[config.mk]
export PLATFORM = sky130hd
export DESIGN_NAME = draw_request_queue
export DESIGN_NICKNAME = d
export VERILOG_FILES = /design/src/rtl/draw_pkg.sv /design/src/rtl/draw_fifo.sv /design/src/rtl/draw_request_queue.sv
export SDC_FILE = /design/constraint.sdc
export NUM_CORES = 1
export LEC_CHECK = 0
export BUFFER_PORTS_ARGS = -buffer_cell sky130_fd_sc_hd__buf_2
export CAP_MARGIN = 40
export CORE_MARGIN = 10
export CORE_UTILIZATION = 55
export DETAILED_ROUTE_END_ITERATION = 7
export PLACE_DENSITY_LB_ADDON = 0.12
export SYNTH_ARGS = -nofsm -noshare
export SYNTH_HDL_FRONTEND = slang
export SYNTH_SLANG_ARGS = --single-unit
[constraint.sdc]
create_clock -name clk -period 6.1 [get_ports clk]
set_input_delay 0 -clock clk [delete_from_list [all_inputs] [get_ports clk]]
set_output_delay 0 -clock clk [all_outputs]
set_load 0.01 [all_outputs]
[src/rtl/draw_pkg.sv]
// Shared widths, request struct and FSM encoding for the draw request queue.
package draw_pkg;
    localparam int X_W   = 8;
    localparam int Y_W   = 7;
    localparam int COL_W = 3;

    typedef struct packed {
        logic [X_W-1:0]   x;
        logic [Y_W-1:0]   y;
        logic [COL_W-1:0] colour;
    } draw_req_t;

    typedef enum logic [2:0] {
        S_IDLE,
        S_ISSUE_BLOCK,
        S_ISSUE_CLEAR,
        S_WAIT_ACK,
        S_WAIT_DONE
    } draw_state_t;
endpackage

[src/rtl/draw_fifo.sv]
// Synchronous FIFO of draw requests; DEPTH must be a power of two so pointers wrap freely.
module draw_fifo
    import draw_pkg::*;
#(
    parameter int DEPTH = 4
) (
    input  logic                     clk,
    input  logic                     resetn,
    input  logic                     i_push,
    input  draw_req_t                i_wdata,
    input  logic                     i_pop,
    output draw_req_t                o_rdata,
    output logic                     o_full,
    output logic                     o_empty,
    output logic [$clog2(DEPTH):0]   o_count
);
    localparam int AW = $clog2(DEPTH);
    localparam int CW = AW + 1;
    localparam logic [CW-1:0] FULL_CNT = CW'(DEPTH);

    draw_req_t         r_mem [DEPTH];
    logic [AW-1:0]     r_wr_ptr;
    logic [AW-1:0]     r_rd_ptr;
    logic [CW-1:0]     r_count;
    logic              w_do_push;
    logic              w_do_pop;

    assign o_full    = (r_count == FULL_CNT);
    assign o_empty   = (r_count == '0);
    assign o_count   = r_count;
    assign o_rdata   = r_mem[r_rd_ptr];
    assign w_do_pop  = i_pop && !o_empty;
    // A push into a full FIFO is only safe when a pop frees the slot on the same edge.
    assign w_do_push = i_push && (!o_full || w_do_pop);

    always_ff @(posedge clk) begin
        if (w_do_push) r_mem[r_wr_ptr] <= i_wdata;
    end

    always_ff @(posedge clk or negedge resetn) begin
        if (!resetn) begin
            r_wr_ptr <= '0;
            r_rd_ptr <= '0;
            r_count  <= '0;
        end else begin
            if (w_do_push) r_wr_ptr <= r_wr_ptr + 1'b1;
            if (w_do_pop)  r_rd_ptr <= r_rd_ptr + 1'b1;
            case ({w_do_push, w_do_pop})
                2'b10:   r_count <= r_count + 1'b1;
                2'b01:   r_count <= r_count - 1'b1;
                default: r_count <= r_count;
            endcase
        end
    end
endmodule

[src/rtl/draw_request_queue.sv]
// Queues block-draw requests and issues start/clear pulses to the square plotter.
// Optional screen-clear path is built when DRAW_QUEUE_CLEAR_EN is defined.
module draw_request_queue
    import draw_pkg::*;
#(
    parameter int DEPTH = 4
) (
    input  logic                   clk,
    input  logic                   resetn,
    input  logic                   req_valid,
    output logic                   req_ready,
    input  logic [X_W-1:0]         req_x,
    input  logic [Y_W-1:0]         req_y,
    input  logic [COL_W-1:0]       req_colour,
    input  logic                   clear_req,
    input  logic                   ready_to_draw,
    output logic                   enable_start,
    output logic                   enable_clear,
    output logic [X_W-1:0]         x,
    output logic [Y_W-1:0]         y,
    output logic [COL_W-1:0]       colour,
    output logic [$clog2(DEPTH):0] count,
    output logic                   busy
);
    draw_state_t r_state;
    draw_state_t w_next_state;
    draw_req_t   w_head;
    logic        w_full;
    logic        w_empty;
    logic        w_push;
    logic        w_pop;
    logic        w_idle_go;
    logic        w_take_clear;
    logic        w_clr_busy;

    assign req_ready = !w_full;
    assign w_push    = req_valid && !w_full;
    assign w_idle_go = (r_state == S_IDLE) && ready_to_draw;
    assign w_pop     = w_idle_go && !w_take_clear && !w_empty;

    draw_fifo #(.DEPTH(DEPTH)) u_fifo (
        .clk     (clk),
        .resetn  (resetn),
        .i_push  (w_push),
        .i_wdata ('{x: req_x, y: req_y, colour: req_colour}),
        .i_pop   (w_pop),
        .o_rdata (w_head),
        .o_full  (w_full),
        .o_empty (w_empty),
        .o_count (count)
    );

`ifdef DRAW_QUEUE_CLEAR_EN
    logic r_clr_pend;

    assign w_take_clear = w_idle_go && r_clr_pend;
    assign w_clr_busy   = r_clr_pend;

    // A new request on the consuming edge wins, so a second clear follows.
    always_ff @(posedge clk or negedge resetn) begin
        if (!resetn)           r_clr_pend <= 1'b0;
        else if (clear_req)    r_clr_pend <= 1'b1;
        else if (w_take_clear) r_clr_pend <= 1'b0;
    end
`else
    logic w_unused_clear;

    assign w_unused_clear = clear_req;
    assign w_take_clear   = 1'b0;
    assign w_clr_busy     = 1'b0;
`endif

    always_ff @(posedge clk or negedge resetn) begin
        if (!resetn) r_state <= S_IDLE;
        else         r_state <= w_next_state;
    end

    always_comb begin
        w_next_state = r_state;
        case (r_state)
            S_IDLE: begin
                if (w_take_clear) w_next_state = S_ISSUE_CLEAR;
                else if (w_pop)   w_next_state = S_ISSUE_BLOCK;
            end
            S_ISSUE_BLOCK, S_ISSUE_CLEAR: w_next_state = S_WAIT_ACK;
            S_WAIT_ACK:  if (!ready_to_draw) w_next_state = S_WAIT_DONE;
            S_WAIT_DONE: if (ready_to_draw)  w_next_state = S_IDLE;
            default:     w_next_state = S_IDLE;
        endcase
    end

    always_comb begin
        enable_start = (r_state == S_ISSUE_BLOCK);
`ifdef DRAW_QUEUE_CLEAR_EN
        enable_clear = (r_state == S_ISSUE_CLEAR);
`else
        enable_clear = 1'b0;
`endif
        busy = (r_state != S_IDLE) || (count != '0) || w_clr_busy;
    end

    // Draw coordinates only move on a block pop; clears leave them alone.
    always_ff @(posedge clk or negedge resetn) begin
        if (!resetn) begin
            x      <= '0;
            y      <= '0;
            colour <= '0;
        end else if (w_pop) begin
            x      <= w_head.x;
            y      <= w_head.y;
            colour <= w_head.colour;
        end
    end
endmodule

==> impl_metrics.yaml <==
cells_and_area:
  finalNetCount: 286
  final_area_sq_um: 4630
  drive_above_1_share_pct: 36.6
  diodes: 0
  synthToLayoutAreaGrowth_pct: 18.3
  n_fill_cell: 472
logic_synthesis:
  yosys.area_share.simple_pct: 3.17
  synth.top_cell.area_share_pct: 55.3
  yosysSeqAreaShare_pct: 73.2
  synthXorXnorAreaFrac_pct: 1.34
  synth_edf_count: 72
  ys_seq_elements: 100
  yosysWarnings: 0
  synthArstFlopShare_pct: 28.0
  synth_compound_area_share_pct: 0.640
  synth.avg_cell_area_sq_um: 21.0
  yosys_most_used_dff: "edfxtp_1"
  syn_area_sq_um: 3910
  synthAdderAreaFrac_pct: 2.11
  synth_top_family_by_area: "multiplexers"
  syn_inst: 186
  synth_cell_types: 30
  synth.area.top_cells: "edfxtp_1 55%, dfrtp_1 18%, mux4_1 7.4%"
  syn_nets: 215
  synth.largest_area_cell: "edfxtp_1"
  synth_mux_area_share_pct: 17.2
clocking:
  cts_sinks: 100
  clock_latency_ps: 350
  hold_buffers: 20
  cts.clk_slew.worst_paths_ps: 90
  cts_buffers: 9
  tritoncts: "built"
  cts_resized: 0
  clock_path_buffers: 2
  cts_setup_buffers: 0
  cts_root_buf: "clkbuf_8"
  cts_max_level: 3
place:
  port_buffers: 45
  place_area_sq_um: 4220
  dp_hpwl_mm: 4.31
  pre_cts_slack_ps: 3730
  gp_congestion: 0.704
timing:
  worst_slew_pin_slew_ps: 837
  worst_slack_ps: 3730
  setup_tns_ps: 0
  final.min_clock_period_ps: 2370
  hold_viol_final: 0
  rsz0062_at_grt: "no"
  post-route-period-util_pct: 38.9
  slew_headroom_pct: 44.2
  max_freq_mhz: 422
  final_max_slew_viol_count: 0
  setup_viol: 0
  clock-skew-final_ps: 7.53
setup_path:
  cp.arrival_ps: 2650
  r2r-start: "r_state[1]"
  cp-end-kind: "flop"
  crit_fanout: 20
  required_ps: 6380
  start_kind: "flop"
  crit_type: "flop to flop"
  startpoint: "r_state[1]"
detailed_routing:
  ant_nets: 0
  drt_iter0_drc: 80
  drc: 0
  wl_mm: 6.78
  first_pass_iters: 4
  via_per_inst: 5.32
  avgRoutedWirePerCell_um: 18.9
  vias: 1903
global_routing:
  grt_max_degree: 29
  overflow: 0
  grt_usage_pct: 12.8
  antenna_found_initial: 0
  grt_pass1_wl_mm: 10.9
  grt_pass1_vias: 2054
power:
  power.leakage_nw: 1.76
  comb_power_share_pct: 28.2
  seqPwrFrac_pct: 51.5
  internal-power_mw: 1.45
  swShare_pct: 29.9
  powerDensity_nw_per_um2: 447
  power_frac_clock_pct: 20.3
  max-vdd-ir-drop_mv: 0.208
  switching_power_mw: 0.620
floorplan:
  die_h_um: 104
  num_rows: 30
  die_w_um: 104
  core_area_sq_um: 6870
  boundaryPins: 48
  die_area_sq_um: 10900
  start_util_pct: 56.9
min_path:
  hold_path_startpoint: "req_valid"
  hold_path_class: "input port to flop"
outcome:
  status: "finished, final reports clean"
run:
  drv_cap: 0
==> logic make-up after synthesis <==
logic type	after synthesis
multiplexers	38
other	1
AO/OA/AOI/OAI	4
buffers and inverters	13
flip-flops	100
AND/OR/NAND/NOR	18
adder cells (fa/ha/maj)	6
XOR/XNOR	6
==> area by class of cell <==
class	instances	area [sq um]	area share, %
clock inverters	5	60.1	1.30
clock buffers	11	141	3.06
flip-flops and latches	100	2860	61.9
multi-input cells	73	971	21.0
well taps	96	120	2.60
inverters	6	22.5	0.487
repair buffers	67	448	9.68
==> cells in the mapped netlist (3+ instances only) <==
| library cell | n |
|---|---|
| ha_1 | 5 |
| dfrtp_1 | 28 |
| mux4_1 | 11 |
| xnor2_1 | 3 |
| buf_6 | 4 |
| nor2_1 | 3 |
| edfxtp_1 | 72 |
| mux4_2 | 7 |
| and3_2 | 4 |
| xor2_1 | 3 |
| mux2_2 | 18 |
| inv_1 | 6 |
==> per-layer routing <==
| layer | global-route usage, % | routed length [um] | vias up | part of all wire [%] |
|---|---|---|---|---|
| li1 | - | - | 871 | - |
| met1 | 14.8 | 2760 | 968 | 41 |
| met2 | 22.2 | 3600 | 54 | 53 |
| met3 | 3.04 | 340 | 10 | 5.0 |
| met4 | 5.47 | 82 | 0 | 1.2 |
| met5 | 0 | 0 | - | 0 |
==> cell usage in the layout (no fill, tap or decap), drive strengths merged, types with 2 or more instances in the layout <==
master        n
nand2         2
and3          4
nor2          3
xor2          3
a21oi         2
dfrtp        28
or3b          2
buf          47
dlygate4sd3  20
ha            5
clkinv        2
xnor2         3
edfxtp       72
inv           7
mux4         18
mux2         19
nor3          2
clkbuf       11
==> through the flow <==
stage               power [mW]  utilization (%)  hold slack (ps)  cells
detailed placement        1.67             61.5             88.8    322
CTS                       2.10             67.3             18.8    358
global placement          1.62             61.3             68.7    321
finish                    2.07             67.3             23.3    358
floorplan                 1.46                -             -296    186
global route              2.19             67.3             39.1    358
==> worst max-delay path, stage by stage (launching register included) <==
cell     delay, ps
dfrtp_1        480
nor4_4         310
buf_4          350
ha_1           260
inv_1           60
fa_1           370
xor2_1         160
nor2_1         140
xor2_1         160
==> power by group through the flow <==
stage / registers (mW) / logic [mW] / clock network, mW
after floorplan: 1.05 / 0.408 / 0
after global placement: 1.08 / 0.536 / 0
after detailed placement: 1.08 / 0.589 / 0
after CTS: 1.07 / 0.600 / 0.426
after global routing: 1.09 / 0.639 / 0.459
final: 1.06 / 0.584 / 0.421
==> final timing paths <==
check	slack, ps	cells past startpoint	end
setup reg to reg	3730	8	u_fifo.o_count[2]
hold / removal	20	3	u_fifo.r_wr_ptr[0]
min in group asynchronous	230	2	colour[0]
hold reg to reg	510	1	colour[2]
max in group asynchronous	5420	2	y[2]
setup / recovery	3730	8	u_fifo.o_count[2]
==> registers in the layout, indices dropped and copies added, names as in the netlist <==
| signal | flops |
|---|---|
| u_fifo.r_mem | 72 |
| u_fifo.r_rd_ptr | 2 |
| u_fifo.r_wr_ptr | 2 |
| x | 8 |
| r_state | 3 |
| u_fifo.o_count | 3 |
| colour | 3 |
| y | 7 |
Power figures use the tool's default switching activity.
